$ cat src/rtl/vernam_decipher_rx_if.sv
// KCPSM3 port bus and plaintext stream bundle for vernam_decipher_rx.
// The master modport is the environment side: port master plus plaintext sink.
interface vernam_decipher_rx_if;
  logic [7:0] port_id;
  logic [7:0] out_port;
  logic       write_strobe;
  logic       read_strobe;
  logic [7:0] in_port;
  logic       interrupt;
  logic       interrupt_ack;
  logic [7:0] pt_data;
  logic       pt_valid;
  logic       pt_ready;

  modport master (
    output port_id, out_port, write_strobe, read_strobe, interrupt_ack, pt_ready,
    input  in_port, interrupt, pt_data, pt_valid
  );

  modport slave (
    input  port_id, out_port, write_strobe, read_strobe, interrupt_ack, pt_ready,
    output in_port, interrupt, pt_data, pt_valid
  );
endinterface

$ cat src/rtl/vernam_decipher_rx.sv
// Vernam receive side: pairs cipher/key bytes written over KCPSM3 ports, XORs them into a plaintext FIFO.
// Optional macro VERNAM_ZERO_KEY_CHECK_EN discards pairs whose key byte is 0x00 and flags them.
module vernam_decipher_rx #(
  parameter int FIFO_DEPTH = 4,
  parameter int FIFO_AW    = 2
) (
  input  logic                 clk,
  input  logic                 reset,
  vernam_decipher_rx_if.slave  bus
);
  typedef enum logic [1:0] {EMPTY, HAVE_C, HAVE_K, PAIRED} state_e;

  localparam logic [FIFO_AW:0] DEPTH_C = (FIFO_AW+1)'(FIFO_DEPTH);

  state_e             state_q;
  logic [7:0]         cipher_q;
  logic [7:0]         key_q;
  logic [7:0]         result_q;
  logic [7:0]         fifo_mem_q [FIFO_DEPTH];
  logic [FIFO_AW-1:0] wr_ptr_q;
  logic [FIFO_AW-1:0] rd_ptr_q;
  logic [FIFO_AW:0]   count_q;
  logic               overrun_q;
  logic               zero_key_q;
  logic               irq_q;
  logic [7:0]         in_port_q;

  logic       wr, wr_key, wr_cipher;
  logic       fifo_full, fifo_empty, push, pop;
  logic       status_clr, overrun_set, zero_key_set, pair_done;
  logic [7:0] pair_cipher, pair_key, status;

  assign wr         = bus.write_strobe & bus.port_id[3];
  assign wr_key     = wr & bus.port_id[0];
  assign wr_cipher  = wr & ~bus.port_id[0];
  assign fifo_full  = (count_q == DEPTH_C);
  assign fifo_empty = (count_q == '0);
  assign push       = (state_q == PAIRED) & ~fifo_full;
  assign pop        = bus.pt_ready & ~fifo_empty;
  assign status_clr = bus.read_strobe & bus.port_id[7];
  // The push cycle itself still counts as PAIRED, so a write there is dropped too.
  assign overrun_set = (state_q == PAIRED) & wr;

  always_comb begin
    pair_done   = ((state_q == HAVE_C) & wr_key) | ((state_q == HAVE_K) & wr_cipher);
    pair_cipher = (state_q == HAVE_C) ? cipher_q : bus.out_port;
    pair_key    = (state_q == HAVE_C) ? bus.out_port : key_q;
  end

`ifdef VERNAM_ZERO_KEY_CHECK_EN
  assign zero_key_set = pair_done & (pair_key == 8'h00);
`else
  assign zero_key_set = 1'b0;
`endif

  always_ff @(posedge clk) begin
    if (reset) begin
      state_q  <= EMPTY;
      cipher_q <= 8'h00;
      key_q    <= 8'h00;
      result_q <= 8'h00;
    end else begin
      case (state_q)
        EMPTY: begin
          if (wr_cipher) begin
            cipher_q <= bus.out_port;
            state_q  <= HAVE_C;
          end else if (wr_key) begin
            key_q   <= bus.out_port;
            state_q <= HAVE_K;
          end
        end
        HAVE_C: begin
          if (wr_cipher) begin
            cipher_q <= bus.out_port;
          end else if (wr_key) begin
            key_q    <= bus.out_port;
            result_q <= pair_cipher ^ pair_key;
            state_q  <= zero_key_set ? EMPTY : PAIRED;
          end
        end
        HAVE_K: begin
          if (wr_key) begin
            key_q <= bus.out_port;
          end else if (wr_cipher) begin
            cipher_q <= bus.out_port;
            result_q <= pair_cipher ^ pair_key;
            state_q  <= zero_key_set ? EMPTY : PAIRED;
          end
        end
        PAIRED: begin
          if (!fifo_full) state_q <= EMPTY;
        end
        default: state_q <= EMPTY;
      endcase
    end
  end

  always_ff @(posedge clk) begin
    if (push) fifo_mem_q[wr_ptr_q] <= result_q;
  end

  always_ff @(posedge clk) begin
    if (reset) begin
      wr_ptr_q <= '0;
      rd_ptr_q <= '0;
      count_q  <= '0;
    end else begin
      if (push) wr_ptr_q <= wr_ptr_q + 1'b1;
      if (pop)  rd_ptr_q <= rd_ptr_q + 1'b1;
      case ({push, pop})
        2'b10:   count_q <= count_q + 1'b1;
        2'b01:   count_q <= count_q - 1'b1;
        default: count_q <= count_q;
      endcase
    end
  end

  assign status = {zero_key_q, overrun_q, fifo_full, fifo_empty,
                   state_q == HAVE_K, state_q == HAVE_C, 2'b00};

  // Sticky flags: a new event in the clearing cycle keeps the flag set.
  always_ff @(posedge clk) begin
    if (reset) begin
      overrun_q  <= 1'b0;
      zero_key_q <= 1'b0;
      irq_q      <= 1'b0;
      in_port_q  <= 8'h00;
    end else begin
      overrun_q  <= overrun_set  | (overrun_q  & ~status_clr);
      zero_key_q <= zero_key_set | (zero_key_q & ~status_clr);
      if (bus.interrupt_ack) irq_q <= 1'b0;
      else if (push)         irq_q <= 1'b1;
      in_port_q  <= bus.port_id[7] ? status : 8'h00;
    end
  end

  assign bus.in_port   = in_port_q;
  assign bus.interrupt = irq_q;
  assign bus.pt_valid  = ~fifo_empty;
  assign bus.pt_data   = fifo_empty ? 8'h00 : fifo_mem_q[rd_ptr_q];
endmodule
$ cat src/flat_wrapper.sv
// flat-port wrapper written by rule: the top's interface ports become plain ports
module vernam_decipher_rx_flat 
#(
  parameter int FIFO_DEPTH = 4,
  parameter int FIFO_AW    = 2
)
  (clk, reset, bus_port_id, bus_out_port, bus_write_strobe, bus_read_strobe, bus_interrupt_ack, bus_pt_ready, bus_in_port, bus_interrupt, bus_pt_data, bus_pt_valid);
  vernam_decipher_rx_if bus_i ();
  input  logic clk;
  input  logic reset;
  input wire logic [$bits(bus_i.port_id)-1:0] bus_port_id;
  input wire logic [$bits(bus_i.out_port)-1:0] bus_out_port;
  input wire logic [$bits(bus_i.write_strobe)-1:0] bus_write_strobe;
  input wire logic [$bits(bus_i.read_strobe)-1:0] bus_read_strobe;
  input wire logic [$bits(bus_i.interrupt_ack)-1:0] bus_interrupt_ack;
  input wire logic [$bits(bus_i.pt_ready)-1:0] bus_pt_ready;
  output wire logic [$bits(bus_i.in_port)-1:0] bus_in_port;
  output wire logic [$bits(bus_i.interrupt)-1:0] bus_interrupt;
  output wire logic [$bits(bus_i.pt_data)-1:0] bus_pt_data;
  output wire logic [$bits(bus_i.pt_valid)-1:0] bus_pt_valid;
  assign bus_i.port_id = bus_port_id;
  assign bus_i.out_port = bus_out_port;
  assign bus_i.write_strobe = bus_write_strobe;
  assign bus_i.read_strobe = bus_read_strobe;
  assign bus_i.interrupt_ack = bus_interrupt_ack;
  assign bus_i.pt_ready = bus_pt_ready;
  assign bus_in_port = bus_i.in_port;
  assign bus_interrupt = bus_i.interrupt;
  assign bus_pt_data = bus_i.pt_data;
  assign bus_pt_valid = bus_i.pt_valid;
  vernam_decipher_rx #(.FIFO_DEPTH(FIFO_DEPTH), .FIFO_AW(FIFO_AW)) u_core (.clk(clk), .reset(reset), .bus(bus_i));
endmodule
$ cat config.mk
export PLATFORM = sky130hd
export DESIGN_NAME = vernam_decipher_rx_flat
export DESIGN_NICKNAME = d
export VERILOG_FILES = /design/src/rtl/vernam_decipher_rx_if.sv /design/src/rtl/vernam_decipher_rx.sv /design/src/flat_wrapper.sv
export SDC_FILE = /design/constraint.sdc
export NUM_CORES = 1
export LEC_CHECK = 0
export ABC_AREA = 1
export BUFFER_PORTS_ARGS = -buffer_cell sky130_fd_sc_hd__buf_2
export CAP_MARGIN = 20
export CORE_MARGIN = 2
export CORE_UTILIZATION = 30
export CTS_BUF_LIST = sky130_fd_sc_hd__clkbuf_16
export DETAILED_ROUTE_END_ITERATION = 7
export PLACE_DENSITY = 0.53
export SYNTH_ARGS = -nofsm -noshare
export SYNTH_HDL_FRONTEND = slang
export SYNTH_SLANG_ARGS = --single-unit
export TNS_END_PERCENT = 10
$ cat constraint.sdc
create_clock -name clk -period 2.6 [get_ports clk]
set_input_delay 0.26 -clock clk [delete_from_list [all_inputs] [get_ports clk]]
set_output_delay 0.26 -clock clk [all_outputs]
set_load 0.02 [all_outputs]
==> results.py <==
metrics = {
    "outcome": {
        "status": "finished clean",
    },
    "worst_hold_path": {
        "hold_path_end": "u_core.bus.interrupt",
        "hold_class": "input pin to register",
        "hp-start": "bus_interrupt_ack",
        "hold_depth": 2,
    },
    "layout": {
        "fillerInstances": 1105,
        "final_util_pct": 36.0,
        "final_nets": 450,
        "areaGrowthSynthToFinish_pct": 17.2,
        "diodes": 0,
        "layout-drive-gt1-share_pct": 16.8,
    },
    "die": {
        "dieArea_mm2": 0.0119,
        "io_pins": 40,
        "initial_core_util_pct": 30.7,
        "dieWidth_um": 109,
        "core_mm2": 0.0108,
        "placementRows": 38,
        "die_h_um": 109,
    },
    "logic_synthesis": {
        "synthAdderAreaFrac_pct": 4.00,
        "synth_xor_area_share_pct": 0,
        "synth-warning-count": 0,
        "synth_simple_gate_area_share_pct": 21.6,
        "avgSynthCellArea_um2": 8.67,
        "synth_compound_gate_area_share_pct": 10.9,
        "synth-seq-cells": 76,
        "yosys-mux-area-fraction_pct": 0,
        "synth.distinct_cells": 30,
        "synth_top_family_by_area": "simple AND/OR/NAND/NOR gates",
        "synth_area_mm2": 0.00331,
        "seq_area_frac_synth_pct": 55.6,
        "syn_inst": 382,
    },
    "worst_setup_path": {
        "cp_slowest_cell": "fa_1",
        "path_class": "register to register",
        "rr_worst_depth": 10,
        "cp_top_family": "simple AND/OR/NAND/NOR gates",
        "slowest_delay_ns": 0.37,
        "crit_buf_inv": 1,
        "worstPathCellList": "nor2_1, nand2_1, nand2_2, ha_1, inv_1, fa_1, or2_2, nand2_1, o21ai_0, a21oi_1",
        "required_ns": 2.86,
        "r2r_start": "u_core.count_q[0]",
        "critPathCaptureType": "register",
        "crit_arrival_ns": 2.34,
        "crit_path_frequent_cell": "nand2_1",
        "cp-start-kind": "register",
        "cp_max_fo": 9,
        "cp-startpoint": "u_core.count_q[0]",
        "rrSetupSlack_ns": 0.52,
        "r2r-end": "u_core.count_q[2]",
    },
    "global_routing": {
        "first_global_vias": 2194,
        "antenna_found_initial": 0,
        "grt_start_max_net_pins": 24,
        "grt_first_pass_wirelength_um": 10400,
        "gr-total-overflow": 0,
        "gr-usage-all-layers_pct": 11.5,
    },
    "power_and_ir_drop": {
        "p_leak_nw": 1.63,
        "ir_drop_v": 0.000317,
        "switching_share_pct": 34.3,
        "p_clk_share_pct": 31.7,
        "powerDensity_mw_per_mm2": 958,
        "internal-power_mw": 2.44,
        "p_switching_mw": 1.28,
        "power_mw": 3.72,
        "comb_power_share_pct": 25.4,
        "power_frac_seq_pct": 42.9,
    },
    "clock_tree": {
        "post_cts_buffers": 0,
        "cts.path.max_buffers": 2,
        "clk_latency_ns": 0.33,
        "cts_buffers": 9,
        "cts-htree-levels": 3,
        "clkTransAtPathRegs_ns": 0.06,
        "postCtsHoldBufs": 0,
        "cts_sinks": 76,
        "cts_tree": "yes",
        "cts_resized": 0,
        "cts-root-buf": "clkbuf_16",
    },
    "detailed_routing": {
        "top_layer": "met4",
        "drc": 0,
        "vias_per_cell": 4.23,
        "drtAntennaViolNets": 0,
        "post_drt_wl_per_cell_um": 11.4,
        "wl_met1_um": 2900,
        "met2_wirelength_um": 3150,
        "wirelength_um": 6400,
        "first_iter_violations": 92,
        "vias": 2383,
        "dr_wl_met3_um": 240,
        "drtPass1Iterations": 4,
    },
    "timing": {
        "drv_slew": 0,
        "fin_crit_ns": 2.08,
        "tightestPinTransition_ns": 0.597,
        "tns_ns": 0,
        "skew_ns": 0.00772,
        "rsz0062_at_grt": "false",
        "post-route-period-util_pct": 80.1,
        "finalSetupViolCount": 0,
        "slew_headroom_pct": 60.2,
        "max_freq_mhz": 480,
        "hold_viol": 0,
    },
    "placement": {
        "hpwl_um": 4310,
        "port_buffers": 32,
        "gp_congestion": 0.714,
    },
    "job": {
        "maxCapViolCount": 0,
    },
}
## kinds of logic after synthesis
group,count (synthesis)
AND/OR/NAND/NOR,170
other,1
adder cells (fa/ha/maj),10
AO/OA/AOI/OAI,70
buffers and inverters,55
flip-flops,76
## through the flow
stage | worst slack, ns | hold slack [ns] | std cells | instance area [um^2]
finish | 0.518 | 0.0852 | 563 | 3880
CTS | 0.496 | 0.0761 | 563 | 3880
global route | 0.350 | 0.0745 | 563 | 3880
floorplan | 0.686 | 0.332 | 383 | 3320
global placement | 0.579 | 0.425 | 547 | 3590
detailed placement | 0.556 | 0.429 | 547 | 3590
## power groups by stage
stage                     sequential (mW)  clock (mW)  combinational (mW)
after floorplan                      1.58           0               0.789
after global placement               1.62           0               0.938
after detailed placement             1.63           0               0.951
after CTS                            1.60        1.22               0.961
after global routing                 1.63        1.26                1.08
final                                1.60        1.18               0.945
## final cells by class
cell class	count	area (um^2)	share of cell area (%)
clock buffer	9	225	5.80
timing repair buffer	37	198	5.09
multi-input combinational	252	1220	31.3
clock inverter	7	63.8	1.64
inverter	42	163	4.19
sequential	76	1840	47.4
tap	140	175	4.51
## per-layer routing
metal  vias up  GRT usage [%]
li1       1293              -
met1      1047           13.5
met2        36           19.6
met3         7           2.63
met4         0           5.95
met5         -              0
## synth_stat cells (all sizes together)
cell | n | share of area [%]
a21oi | 31 | 4.7
buf | 11 | 2.6
clkbuf | 2 | 0.26
conb | 1 | 0.11
dfxtp | 44 | 27
edfxtp | 32 | 29
fa | 1 | 0.60
ha | 9 | 3.4
inv | 42 | 4.9
nand2 | 71 | 8.7
nand3 | 8 | 2.0
nor2 | 84 | 9.6
nor3 | 1 | 0.15
o21ai | 37 | 5.8
o21bai | 1 | 0.23
o22ai | 1 | 0.19
or2 | 6 | 1.1
## flip-flops by register name (all words and copies together) (netlist names), named ones only
name / count
u_core.fifo_mem_q: 32
u_core.cipher_q: 8
u_core.key_q: 8
u_core.result_q: 8
u_core.bus.in_port: 6
u_core.count_q: 3
u_core.rd_ptr_q: 2
u_core.state_q: 2
u_core.wr_ptr_q: 2
u_core.bus.interrupt: 1
u_core.overrun_q: 1
u_core.zero_key_q: 1
## worst max-delay path by stage
stage | end | slack [ns] | cells past startpoint
floorplan | u_core.count_q[2] | 0.69 | 11
global placement | u_core.count_q[2] | 0.58 | 10
detailed placement | u_core.count_q[2] | 0.56 | 10
CTS | u_core.count_q[2] | 0.50 | 10
global route | u_core.count_q[2] | 0.35 | 10
finish | u_core.count_q[2] | 0.52 | 10
## layout by cell type, fill, tap and decap left out, types with 4 or more instances in the layout
cell type	n
a21oi_1	31
buf_2	32
buf_4	5
clkbuf_16	9
dfxtp_1	44
edfxtp_1	32
ha_1	9
inv_1	38
nand2_1	66
nand3_1	6
nor2_1	83
o21ai_0	33
or2_2	4
Note: power is estimated with default switching activity, not from simulation.
